==> src/rtl/bcd_display_scan.sv <==
// bcd_display_scan
// Multiplexed driver for a 6-digit common-anode 7-segment clock display
// (HH:MM:SS). Each digit is selected for SCAN_DIV cycles. Every slot opens
// with BLANK_CYC cycles of all-anodes-off so the previous digit's segment
// pattern never ghosts onto the next anode. Input digits are captured once
// per frame so a frame never mixes an old and a new time value. The colon
// (decimal points of digits 2 and 4) blinks at 1 Hz from tick_1hz.

module bcd_display_scan #(
    parameter int SCAN_DIV  = 1000,
    parameter int BLANK_CYC = 50,
    parameter int CNT_W     = 16
) (
    input  logic       clk,
    input  logic       rst,
    input  logic [3:0] hour_10,
    input  logic [3:0] hour1,
    input  logic [3:0] min_10,
    input  logic [3:0] min1,
    input  logic [3:0] sec_10,
    input  logic [3:0] sec1,
    input  logic       tick_1hz,
    input  logic       lz_blank,
    output logic [5:0] an_n,
    output logic [6:0] seg_n,
    output logic       dp_n
);

    // Terminal slot count, blanking threshold and last digit index.
    localparam logic [CNT_W-1:0] LP_CNT_LAST = CNT_W'(SCAN_DIV - 1);
    localparam logic [CNT_W-1:0] LP_BLANK    = CNT_W'(BLANK_CYC);
    localparam logic [2:0]       LP_IDX_LAST = 3'd5;

    // All-off patterns for the active-low outputs.
    localparam logic [5:0] LP_AN_OFF  = 6'b111111;
    localparam logic [6:0] LP_SEG_OFF = 7'b1111111;

    // Scan position.
    logic [CNT_W-1:0] r_cnt;
    logic [2:0]       r_idx;

    // Colon blink state.
    logic             r_colonOn;

    // Frame snapshot of the six digits.
    logic [3:0]       r_snapSec1;
    logic [3:0]       r_snapSec10;
    logic [3:0]       r_snapMin1;
    logic [3:0]       r_snapMin10;
    logic [3:0]       r_snapHour1;
    logic [3:0]       r_snapHour10;

    // Registered outputs.
    logic [5:0]       r_anN;
    logic [6:0]       r_segN;
    logic             r_dpN;

    // Combinational helpers.
    logic             w_slotEnd;
    logic             w_frameEnd;
    logic             w_blank;
    logic [3:0]       w_digit;
    logic             w_lzSuppress;
    logic             w_colonSlot;
    logic [5:0]       w_anNext;
    logic [6:0]       w_segNext;
    logic             w_dpNext;

    // Active-low segment pattern {g,f,e,d,c,b,a}; codes 10..15 render blank.
    function automatic logic [6:0] decodeBcd(input logic [3:0] digit);
        logic [6:0] pattern;
        case (digit)
            4'd0:    pattern = 7'b1000000;
            4'd1:    pattern = 7'b1111001;
            4'd2:    pattern = 7'b0100100;
            4'd3:    pattern = 7'b0110000;
            4'd4:    pattern = 7'b0011001;
            4'd5:    pattern = 7'b0010010;
            4'd6:    pattern = 7'b0000010;
            4'd7:    pattern = 7'b1111000;
            4'd8:    pattern = 7'b0000000;
            4'd9:    pattern = 7'b0010000;
            default: pattern = 7'b1111111;
        endcase
        return pattern;
    endfunction

    // Slot and frame boundaries plus the anti-ghost window.
    always_comb begin
        w_slotEnd  = (r_cnt == LP_CNT_LAST);
        w_frameEnd = w_slotEnd && (r_idx == LP_IDX_LAST);
        w_blank    = (r_cnt < LP_BLANK);
    end

    // Pick the snapshot digit belonging to the current slot (0 = rightmost).
    always_comb begin
        w_digit = 4'hF;
        case (r_idx)
            3'd0:    w_digit = r_snapSec1;
            3'd1:    w_digit = r_snapSec10;
            3'd2:    w_digit = r_snapMin1;
            3'd3:    w_digit = r_snapMin10;
            3'd4:    w_digit = r_snapHour1;
            3'd5:    w_digit = r_snapHour10;
            default: w_digit = 4'hF;
        endcase
    end

    // Next output values for the current slot position; lz_blank is used
    // live so the user setting takes effect without waiting for a frame.
    always_comb begin
        w_lzSuppress = (r_idx == LP_IDX_LAST) && lz_blank && (r_snapHour10 == 4'd0);
        w_colonSlot  = (r_idx == 3'd2) || (r_idx == 3'd4);
        w_anNext     = ~(6'b000001 << r_idx);
        w_segNext    = w_lzSuppress ? LP_SEG_OFF : decodeBcd(w_digit);
        w_dpNext     = ~(r_colonOn && w_colonSlot);
    end

    // Slot counter and digit index: cnt runs 0..SCAN_DIV-1, idx 0..5.
    always_ff @(posedge clk) begin
        if (rst) begin
            r_cnt <= '0;
            r_idx <= '0;
        end else if (w_slotEnd) begin
            r_cnt <= '0;
            r_idx <= (r_idx == LP_IDX_LAST) ? 3'd0 : 3'(r_idx + 3'd1);
        end else begin
            r_cnt <= CNT_W'(r_cnt + 1'b1);
        end
    end

    // Capture all six digits together on the last cycle of the frame so the
    // next frame starts with a coherent time value.
    always_ff @(posedge clk) begin
        if (rst) begin
            r_snapSec1   <= '0;
            r_snapSec10  <= '0;
            r_snapMin1   <= '0;
            r_snapMin10  <= '0;
            r_snapHour1  <= '0;
            r_snapHour10 <= '0;
        end else if (w_frameEnd) begin
            r_snapSec1   <= sec1;
            r_snapSec10  <= sec_10;
            r_snapMin1   <= min1;
            r_snapMin10  <= min_10;
            r_snapHour1  <= hour1;
            r_snapHour10 <= hour_10;
        end
    end

    // Colon toggles once per second, independent of the frame snapshot.
    always_ff @(posedge clk) begin
        if (rst) begin
            r_colonOn <= 1'b0;
        end else if (tick_1hz) begin
            r_colonOn <= ~r_colonOn;
        end
    end

    // Register the display outputs; everything is dark in the blank window.
    always_ff @(posedge clk) begin
        if (rst) begin
            r_anN  <= LP_AN_OFF;
            r_segN <= LP_SEG_OFF;
            r_dpN  <= 1'b1;
        end else if (w_blank) begin
            r_anN  <= LP_AN_OFF;
            r_segN <= LP_SEG_OFF;
            r_dpN  <= 1'b1;
        end else begin
            r_anN  <= w_anNext;
            r_segN <= w_segNext;
            r_dpN  <= w_dpNext;
        end
    end

    assign an_n  = r_anN;
    assign seg_n = r_segN;
    assign dp_n  = r_dpN;

endmodule
==> config.mk <==
export PLATFORM = sky130hd
export DESIGN_NAME = bcd_display_scan
export DESIGN_NICKNAME = d
export VERILOG_FILES = /design/src/rtl/bcd_display_scan.sv
export SDC_FILE = /design/constraint.sdc
export NUM_CORES = 1
export LEC_CHECK = 0
export ABC_AREA = 1
export CORE_ASPECT_RATIO = 1.25
export CORE_MARGIN = 2
export CORE_UTILIZATION = 54
export CTS_CLUSTER_DIAMETER = 50
export DETAILED_ROUTE_END_ITERATION = 8
export PLACE_DENSITY = 0.88
export SYNTH_ARGS = -nofsm -noshare
export SYNTH_HDL_FRONTEND = slang
export SYNTH_SLANG_ARGS = --single-unit
==> constraint.sdc <==
create_clock -name clk -period 2.7 [get_ports clk]
set_input_delay 0.81 -clock clk [delete_from_list [all_inputs] [get_ports clk]]
set_output_delay 0.81 -clock clk [all_outputs]
set_load 0.02 [all_outputs]
==> flow_summary_export.csv, run 1 <==
group,metric,value,unit
setup_path,worstSetupPathType,"register to register",
setup_path,path_cells,"inv_1 -> ha_1 -> nor2_2 -> nand2_1 -> nand2_1 -> nor2_1 -> nand2_1 -> inv_1 -> ha_1 -> or2_0 -> nand2_1",
finish,nets,494,
pwr,power_frac_clock,0.438,
setup_path,arrival,2.69,ns
pwr,fin_total_pwr,1.653,mW
global_route,grt_overflow,0,
setup_path,required,2.99,ns
setup_path,slowest_stage,"dfxtp_1",
setup_path,start_kind,"register",
clocking,numCtsBuffers,9,
sta,slew_viol_final,0,
route,num_vias,2573,
die,dieWidth,68.37,um
die,dieArea,0.005774,mm2
pwr,p_comb_frac,0.038,
global_route,globalRouteTotalUtil,0.2299,
setup_path,critPathCaptureType,"register",
sta,fmax,415.9,MHz
pwr,swShare,0.2091,
synthesis,synth.most_common_cell,"nand2_1",
sta,finClkSkew,0.006036,ns
clocking,clk_latency,0.34,ns
pwr,p_leak,1.617,nW
synthesis,yosys_warnings,0,
finish,fillCellCount,440,
synthesis,seq_area_frac_synth,0.4152,
finish,antenna_cells,0,
die,core,0.005044,mm2
route,drt-initial-drc-count,141,
route,wire_per_inst,10.88,um
job,max_cap_violations,0,
clocking,tritoncts,"built",
setup_path,slowest_delay,0.52,ns
finish,drive_gt1_frac,0.07296,
clocking,cts_max_level,3,
route,drcViolationCount,0,
synthesis,synth_area,0.002796,mm2
setup_path,rr_startpoint,"r_idx[2]$_SDFFE_PP0N_",
clocking,post_cts_resized,0,
synthesis,synth.net_count,452,
min_path,holdCritStartpoint,"r_colonOn$_SDFFE_PP0P_",
sta,max-slew-margin-rel,0.6044,
sta,tightest_slew,0.5920,ns
pwr,pwr-share-seq,0.523,
synthesis,ys_types,34,
global_route,grt_max_degree,49,
die,start_util,0.5545,
sta,hold_violations,0,
sta,setup_viol,0,
global_route,antenna_found_initial,0,
clocking,cts_buffer_depth,2,
clocking,clkTransAtPathRegs,0.06,ns
placement,port_buffers,41,
synthesis,netlist_top_cells_area,"dfxtp_1 42%, nand2_1 16%, nor2_1 12%",
clocking,cts_setup_buffers,0,
clocking,postCtsHoldBufs,0,
sta,setup_tns,0,ns
synthesis,async_flop_share,0,
setup_path,crit_start,"r_idx[2]$_SDFFE_PP0N_",
sta,grt_setup_unrepaired,"false",
pwr,p_per_area,484.7,mW/mm2
synthesis,ys_top_cells_by_count,"122 x nand2_1, 87 x nor2_1, 58 x dfxtp_1",
synthesis,synth_edf_count,0,
die,die_y,84.46,um
route,viasPerCell,4.873,
setup_path,path_max_fanout,11,
pwr,ir_drop,298.4,uV
finish,area_delta_synth_final,21.97,%
min_path,hold_class,"register to register",
placement,post-dp-hpwl,4210,um
outcome,outcome,"complete, no violations",
clocking,numClockSinks,58,
synthesis,synth_top_cell_by_area,"dfxtp_1",
route,antenna_left,0,
synthesis,synth_top_area_frac,0.4152,
sta,post-route-period-util,0.8906,
pwr,p_sw,0.3456,mW
synthesis,synth_flop_cell,"dfxtp_1",
synthesis,avgSynthCellArea,6.674,um2
finish,utilization,0.6763,
synthesis,syn_inst,419,
sta,min_period,2.405,ns
global_route,grt_pass1_vias,2418,
clocking,clockRootBuffer,"clkbuf_8",
route,wirelength,5745,um
placement,gp_congestion,0.8880,
global_route,grt_pass1_wl,10070,um
die,boundaryPins,42,
die,rows,29,
synthesis,ys_seq_elements,58,
pwr,p_int,1.307,mW
route,drtPass1Iterations,4,
setup_path,cp_common_cell,"nand2_1",
## layer usage
layer | vias up | share of wire | GRT usage
met5 | - | 0 | 0
met4 | 0 | 0.028 | 0.1491
met3 | 14 | 0.049 | 0.03887
met2 | 65 | 0.48 | 0.3742
met1 | 1126 | 0.44 | 0.2699
li1 | 1368 | - | -
## power groups by stage
| stage | Combinational (mW) | Sequential (mW) | Clock (mW) |
|---|---|---|---|
| floorplan | 0.0195 | 0.883 | 0 |
| global placement | 0.0620 | 0.884 | 0 |
| detailed placement | 0.0633 | 0.884 | 0 |
| CTS | 0.0637 | 0.865 | 0.737 |
| global route | 0.0690 | 0.866 | 0.773 |
| finish | 0.0632 | 0.865 | 0.724 |
## per-stage QoR
stage	instances	setup slack, ns	area (um2)	hold slack (ns)
6_report	528	0.2953	3411	0.4414
5_1_grt	528	0.02400	3411	0.4565
4_1_cts	528	0.3084	3411	0.4486
3_5_place_dp	512	0.3243	3228	0.4313
3_3_place_gp	512	0.4282	3228	0.4254
2_1_floorplan	419	0.7353	2796	0.4081
## cell families after synthesis
group,share of synthesized area
and+or+nand+nor,0.4031
adders and majority gates,0.02237
buffers and inverters,0.09933
xor gates and xnor gates,0.02506
AOI/OAI and AO/OA,0.03490
DFF,0.4152
## state kept, by name (all words and copies together) (netlist names)
name,count
seg_n,7
r_snapMin1,4
r_idx,3
r_colonOn,1
r_snapMin10,4
r_snapSec10,4
r_snapSec1,4
an_n,6
r_snapHour1,4
r_cnt,16
r_snapHour10,4
dp_n,1
## worst max-delay path: cells and delay by family, from the launching register on
family	cells	cell delay [ns]
fa+ha+maj	2	0.64
buf+inv	2	0.36
flops	1	0.52
simple gates	7	0.83
## area by class of cell
class / count / area, um2 / share of cell area
tap: 62 / 77.57 / 0.02274
multi-input combinational: 294 / 1358 / 0.3980
clock inverter: 2 / 10.01 / 0.002935
clock buffer: 14 / 172.7 / 0.05062
sequential: 58 / 1161 / 0.3404
inverter: 55 / 206.4 / 0.06053
timing repair buffer: 43 / 425.4 / 0.1247
## worst paths after layout
path / end / slack (ns) / cells after the start
max reg2reg: seg_n[1]$_SDFF_PP1_ / 0.30 / 11
max: seg_n[1]$_SDFF_PP1_ / 0.30 / 11
min: dp_n$_SDFF_PP1_ / 0.44 / 1
min reg2reg: dp_n$_SDFF_PP1_ / 0.44 / 1
## cells in the final DEF, fill, tap and decap left out, types with 2 or more instances in the layout
cell / count
nand2_1: 122
nor2_1: 87
dfxtp_1: 58
inv_1: 49
clkdlybuf4s50_1: 41
nand3_1: 22
clkbuf_8: 12
nand4_1: 10
nor3_1: 7
a21oi_1: 6
xor2_1: 6
inv_2: 5
ha_1: 5
o21ai_0: 4
nor2_2: 3
nand3_2: 2
nand2_2: 2
nor4_1: 2
nor3b_1: 2
or2_2: 2
xnor2_1: 2
clkinv_2: 2
clkbuf_1: 2
buf_4: 2
Power figures use the tool's default switching activity.
==> inputs of run 2 (changes only) <==
--- a/config.mk
+++ b/config.mk
@@ -6,12 +6,15 @@
 export NUM_CORES = 1
 export LEC_CHECK = 0
 export ABC_AREA = 1
+export CELL_PAD_IN_SITES_DETAIL_PLACEMENT = 0
+export CELL_PAD_IN_SITES_GLOBAL_PLACEMENT = 1
 export CORE_ASPECT_RATIO = 1.25
 export CORE_MARGIN = 2
-export CORE_UTILIZATION = 54
+export CORE_UTILIZATION = 38
 export CTS_CLUSTER_DIAMETER = 50
 export DETAILED_ROUTE_END_ITERATION = 8
-export PLACE_DENSITY = 0.88
+export MAX_ROUTING_LAYER = met4
+export PLACE_DENSITY = 0.87
 export SYNTH_ARGS = -nofsm -noshare
 export SYNTH_HDL_FRONTEND = slang
 export SYNTH_SLANG_ARGS = --single-unit
==> run 2 against run 1 <==
Net effect:
- count of clock-buffer cells in the layout down 2
- design area up 1.1%
- clock skew up 0.00050 ns
- core utilization down 19 points
- hold slack worse by 0.0018 ns
- sequential power about the same
- final cell count up 5.5%
- critical endpoint is now seg_n[3]$_SDFF_PP1_
- largest cell class unchanged
- largest power group unchanged
==> flow_summary_export.csv, run 2 (same netlist as run 1, synthesis figures left out) <==
group,metric,value,unit
finish,drive_gt1_frac,0.07709,
outcome,outcome,"complete, no violations",
route,viasPerCell,4.506,
finish,mostFrequentLayoutCell,"nand2_1",
placement,gp_congestion,0.9041,
die,dieArea,0.008066,mm2
clocking,post_cts_resized,0,
setup_path,cp_common_cell,"nand2_1",
route,antenna_left,0,
sta,fmax,451.0,MHz
route,num_vias,2510,
global_route,grt_overflow,0,
finish,area_delta_synth_final,23.31,%
placement,place_area,0.003278,mm2
setup_path,rr_startpoint,"r_idx[2]$_SDFFE_PP0N_",
placement,port_buffers,41,
job,max_cap_violations,0,
global_route,grt_pass1_vias,2507,
die,die_y,99.91,um
finish,utilization,0.4883,
finish,fin_area,0.003448,mm2
pwr,p_leak,1.621,nW
die,core,0.007062,mm2
placement,placedCellCount,542,
global_route,antenna_found_initial,0,
setup_path,critPathCaptureType,"register",
setup_path,path_max_fanout,11,
sta,finClkSkew,0.006538,ns
clocking,numCtsBuffers,9,
finish,fillCellCount,740,
route,drt-initial-drc-count,143,
global_route,busiest_layer,"met2",
sta,setup_slack,0.4828,ns
global_route,grtUsageMet2,0.2769,
setup_path,slowest_stage,"dfxtp_1",
clocking,clockRootBuffer,"clkbuf_8",
finish,stdcell_count,557,
clocking,cts_max_level,3,
sta,min_period,2.217,ns
setup_path,critPathBufInv,2,
min_path,hold_class,"register to register",
route,drtPass1Iterations,4,
sta,slew_viol_final,0,
clocking,tritoncts,"built",
pwr,ir_drop,273.0,uV
sta,hold-worst-slack,0.4397,ns
route,wirelength,6102,um
sta,tightest_slew,0.4551,ns
sta,hold_violations,0,
sta,setup_viol,0,
placement,place_ws,0.5052,ns
clocking,numClockSinks,58,
finish,antenna_cells,0,
global_route,met3_usage,0.03507,
setup_path,crit_start,"r_idx[2]$_SDFFE_PP0N_",
setup_path,crit_family,"simple AND/OR/NAND/NOR gates",
pwr,fin_total_pwr,1.621,mW
clocking,postCtsHoldBufs,0,
finish,regMostFlops,"r_cnt",
finish,largest_register_ff_count,16,
placement,post-dp-hpwl,4523,um
setup_path,slowest_delay,0.53,ns
global_route,globalRouteTotalUtil,0.1797,
setup_path,start_kind,"register",
setup_path,arrival,2.44,ns
clocking,cts_buffer_depth,2,
setup_path,path_cells,"inv_1 -> ha_1 -> nor2_2 -> nand2_1 -> nand2_1 -> nor2_1 -> nand2_1 -> inv_1 -> ha_1 -> nand2_1 -> nand2_1 -> nand2_1 -> nand2_1",
sta,post-route-period-util,0.8212,
die,boundaryPins,42,
global_route,grt_pass1_wl,10940,um
die,start_util,0.3960,
pwr,p_per_area,470.2,mW/mm2
sta,max-slew-margin-rel,0.6966,
finish,most-common-layout-cells,"122 x nand2_1, 87 x nor2_1, 58 x dfxtp_1",
min_path,holdCritStartpoint,"r_colonOn$_SDFFE_PP0P_",
finish,nets,496,
clocking,clkTransAtPathRegs,0.06,ns
die,dieWidth,80.73,um
clocking,clk_latency,0.33,ns
global_route,met1_usage,0.2208,
route,drcViolationCount,0,
setup_path,worstSetupPathType,"register to register",
die,rows,34,
setup_path,required,2.92,ns
clocking,cts_setup_buffers,0,
global_route,grt_max_degree,49,
sta,setup_tns,0,ns
sta,grt_setup_unrepaired,"false",
route,wire_per_inst,10.96,um
run 2: cell count changes in the layout (fill, tap and decap cells not counted):
cell,previous run,this run
buf_4,2,4
clkbuf_1,2,1
clkbuf_8,12,11
clkinv_2,2,3
run 2: layout make-up:
| type | instances | area, um2 | area share |
|---|---|---|---|
| clock buffers | 12 | 155.1 | 0.04499 |
| well taps | 90 | 112.6 | 0.03266 |
| flip-flops and latches | 58 | 1161 | 0.3367 |
| repair buffers | 45 | 440.4 | 0.1277 |
| multi-input cells | 294 | 1358 | 0.3937 |
| clock inverters | 3 | 15.01 | 0.004354 |
| inverters | 55 | 206.4 | 0.05987 |
run 2: worst reg2reg max path: cells and delay by family, from the launching register on:
family | cells | cell delay (ns)
adder cells (fa/ha/maj) | 2 | 0.59
AND/OR/NAND/NOR | 9 | 0.80
flip-flops | 1 | 0.53
buffers and inverters | 2 | 0.20
run 2: per-layer routing:
metal | share of wire | wire, um
met1 | 0.47 | 2874
met2 | 0.46 | 2796
met3 | 0.039 | 238
met4 | 0.032 | 193
met5 | 0 | 0
run 2: worst paths after layout:
kind	slack (ns)	cells after the start	endpoint
setup / recovery	0.48	13	seg_n[3]$_SDFF_PP1_
hold / removal	0.44	1	dp_n$_SDFF_PP1_
setup reg to reg	0.48	13	seg_n[3]$_SDFF_PP1_
hold reg to reg	0.44	1	dp_n$_SDFF_PP1_
run 2: power breakdown:
part	internal, mW	total (mW)	leakage [nW]	switching (mW)
sequential	0.861	0.865	0.468	0.00424
clock	0.373	0.692	0.0920	0.319
combinational	0.0418	0.0645	1.06	0.0227
==> inputs of run 3 (changes only) <==
==> constraint.sdc (replaced) <==
create_clock -name clk -period 2.2 [get_ports clk]
set_input_delay 0.66 -clock clk [delete_from_list [all_inputs] [get_ports clk]]
set_output_delay 0.66 -clock clk [all_outputs]
set_load 0.02 [all_outputs]
==> run 3 against run 2 <==
Net effect:
- routed wire length increased by 0.11%
- critical path depth increased by 2
- sequential share of layout area decreased by 0.98 points
- hold slack improved by 0.0068 ns
- largest power group is now clock
==> flow_summary_export.csv, run 3 (same netlist as run 1, synthesis figures left out) <==
group,metric,value,unit
clocking,cts_setup_buffers,0,
sta,finClkSkew,0.009638,ns
pwr,ir_drop,321.0,uV
job,max_cap_violations,0,
finish,fin_area,0.003560,mm2
setup_path,timing.rr.end,"seg_n[4]$_SDFF_PP1_",
finish,drive_gt1_frac,0.09554,
setup_path,reg2reg_depth,15,
clocking,clk_latency,0.34,ns
setup_path,cp_common_cell,"nand2_1",
placement,gp_congestion,0.8519,
die,dieArea,0.008066,mm2
finish,area_delta_synth_final,27.29,%
finish,final-seq-area,0.001164,mm2
sta,hold-worst-slack,0.4464,ns
setup_path,path_cells,"nand2_1 -> inv_1 -> ha_2 -> nor2_2 -> nand2_1 -> nand2_1 -> nor2_1 -> nand2_2 -> inv_1 -> ha_1 -> inv_1 -> nand2_1 -> nand3_1 -> nand2_1 -> nand2_1",
die,dieWidth,80.73,um
die,die_y,99.91,um
placement,place_ws,0.1153,ns
pwr,p_leak,1.663,nW
route,drtPass1Iterations,4,
clocking,clockRootBuffer,"clkbuf_8",
route,num_vias,2595,
sta,fmax,514.6,MHz
global_route,grt_pass1_vias,2532,
die,start_util,0.3960,
finish,antenna_cells,0,
route,viasPerCell,4.626,
finish,utilization,0.5041,
finish,stdcell_count,561,
route,antenna_left,0,
finish,largest_register_ff_count,16,
setup_path,slowest_stage,"dfxtp_2",
route,drcViolationCount,0,
setup_path,r2r_slack,0.26,ns
clocking,numCtsBuffers,9,
placement,placedCellCount,545,
global_route,grt_pass1_wl,10780,um
finish,multiInputGateArea,0.001363,mm2
placement,place_area,0.003301,mm2
setup_path,start_kind,"register",
clocking,cts_buffer_depth,2,
min_path,holdCritStartpoint,"r_colonOn$_SDFFE_PP0P_",
finish,nets,499,
finish,most-common-layout-cells,"121 x nand2_1, 87 x nor2_1, 56 x dfxtp_1",
finish,fillCellCount,767,
sta,setup_tns,0,ns
setup_path,path_max_fanout,7,
global_route,antenna_found_initial,0,
pwr,p_per_area,660.6,mW/mm2
sta,setup_viol,0,
sta,setup_slack,0.2569,ns
die,core,0.007062,mm2
pwr,fin_total_pwr,2.352,mW
min_path,holdPathEnd,"dp_n$_SDFF_PP1_",
setup_path,critPathCaptureType,"register",
finish,regMostFlops,"r_cnt",
die,boundaryPins,42,
clocking,numClockSinks,58,
placement,post-dp-hpwl,4538,um
setup_path,required,2.43,ns
global_route,grt_max_degree,49,
setup_path,worstSetupPathType,"register to register",
setup_path,slowest_delay,0.40,ns
clocking,cts_max_level,3,
sta,grt_setup_unrepaired,"false",
global_route,grt_overflow,0,
outcome,outcome,"complete, no violations",
sta,max-slew-margin-rel,0.6986,
sta,post-route-period-util,0.8832,
placement,port_buffers,41,
route,wire_per_inst,10.89,um
min_path,hold_class,"register to register",
sta,min_period,1.943,ns
clocking,tritoncts,"built",
clocking,clkTransAtPathRegs,0.06,ns
global_route,globalRouteTotalUtil,0.1765,
route,wirelength,6109,um
sta,slew_viol_final,0,
die,rows,34,
sta,hold_violations,0,
setup_path,rr_startpoint,"r_idx[1]$_SDFFE_PP0N_",
finish,mostFrequentLayoutCell,"nand2_1",
route,drt-initial-drc-count,91,
setup_path,arrival,2.18,ns
sta,tightest_slew,0.4522,ns
min_path,hold-path-cell-count,1,
run 3: changes by cell type in the layout (fill, tap and decap cells not counted), sizes merged:
cell      previous run  this run
clkinv               4         2
clkbuf              12        10
bufinv               0         3
buf                  4         7
clkinvlp             0         2
run 3: layout make-up:
cell class / count / share of cell area
Tap cell: 90 / 0.03163
Sequential cell: 58 / 0.3269
Inverter: 55 / 0.05800
Multi-Input combinational cell: 294 / 0.3828
Timing Repair Buffer: 48 / 0.1301
Clock buffer: 10 / 0.03866
Clock inverter: 6 / 0.03199
run 3: how the worst max path moves through the flow:
stage,startpoint,end,slack (ns),depth (start not counted)
floorplan,r_idx[0]$_SDFFE_PP0N_,seg_n[1]$_SDFF_PP1_,0.24,13
global placement,r_idx[1]$_SDFFE_PP0N_,seg_n[1]$_SDFF_PP1_,0.23,12
detailed placement,r_idx[1]$_SDFFE_PP0N_,seg_n[4]$_SDFF_PP1_,0.12,15
CTS,r_idx[1]$_SDFFE_PP0N_,seg_n[4]$_SDFF_PP1_,0.10,15
global route,r_idx[1]$_SDFFE_PP0N_,seg_n[4]$_SDFF_PP1_,0.003,15
finish,r_idx[1]$_SDFFE_PP0N_,seg_n[4]$_SDFF_PP1_,0.26,15
run 3: per-layer routing:
metal | vias to the layer above | GRT usage | wire (um)
li1 | 1379 | - | -
met1 | 1149 | 0.1912 | 2786
met2 | 52 | 0.2974 | 2920
met3 | 15 | 0.04047 | 235
met4 | 0 | 0.09387 | 166
met5 | - | - | 0
run 3: repair_timing:
item                                    in CTS  in global routing
gates resized for setup                      0                  4
endpoints found under the hold margin        0                  0
endpoints found under the setup margin       0                  7
hold buffers                                 0                  0
run 3: report_power, final:
part | internal (mW) | switching [mW] | total [mW] | leakage, nW
sequential | 1.06 | 0.00500 | 1.06 | 0.469
combinational | 0.0512 | 0.0272 | 0.0784 | 1.07
clock | 0.784 | 0.428 | 1.21 | 0.119
total | 1.89 | 0.460 | 2.35 | 1.66
run 3: critical path: cells and delay by family, from the launching register on:
| family | cells | cell delay [ns] |
|---|---|---|
| simple gates | 10 | 0.83 |
| fa+ha+maj | 2 | 0.41 |
| buf+inv | 3 | 0.21 |
| flops | 1 | 0.40 |
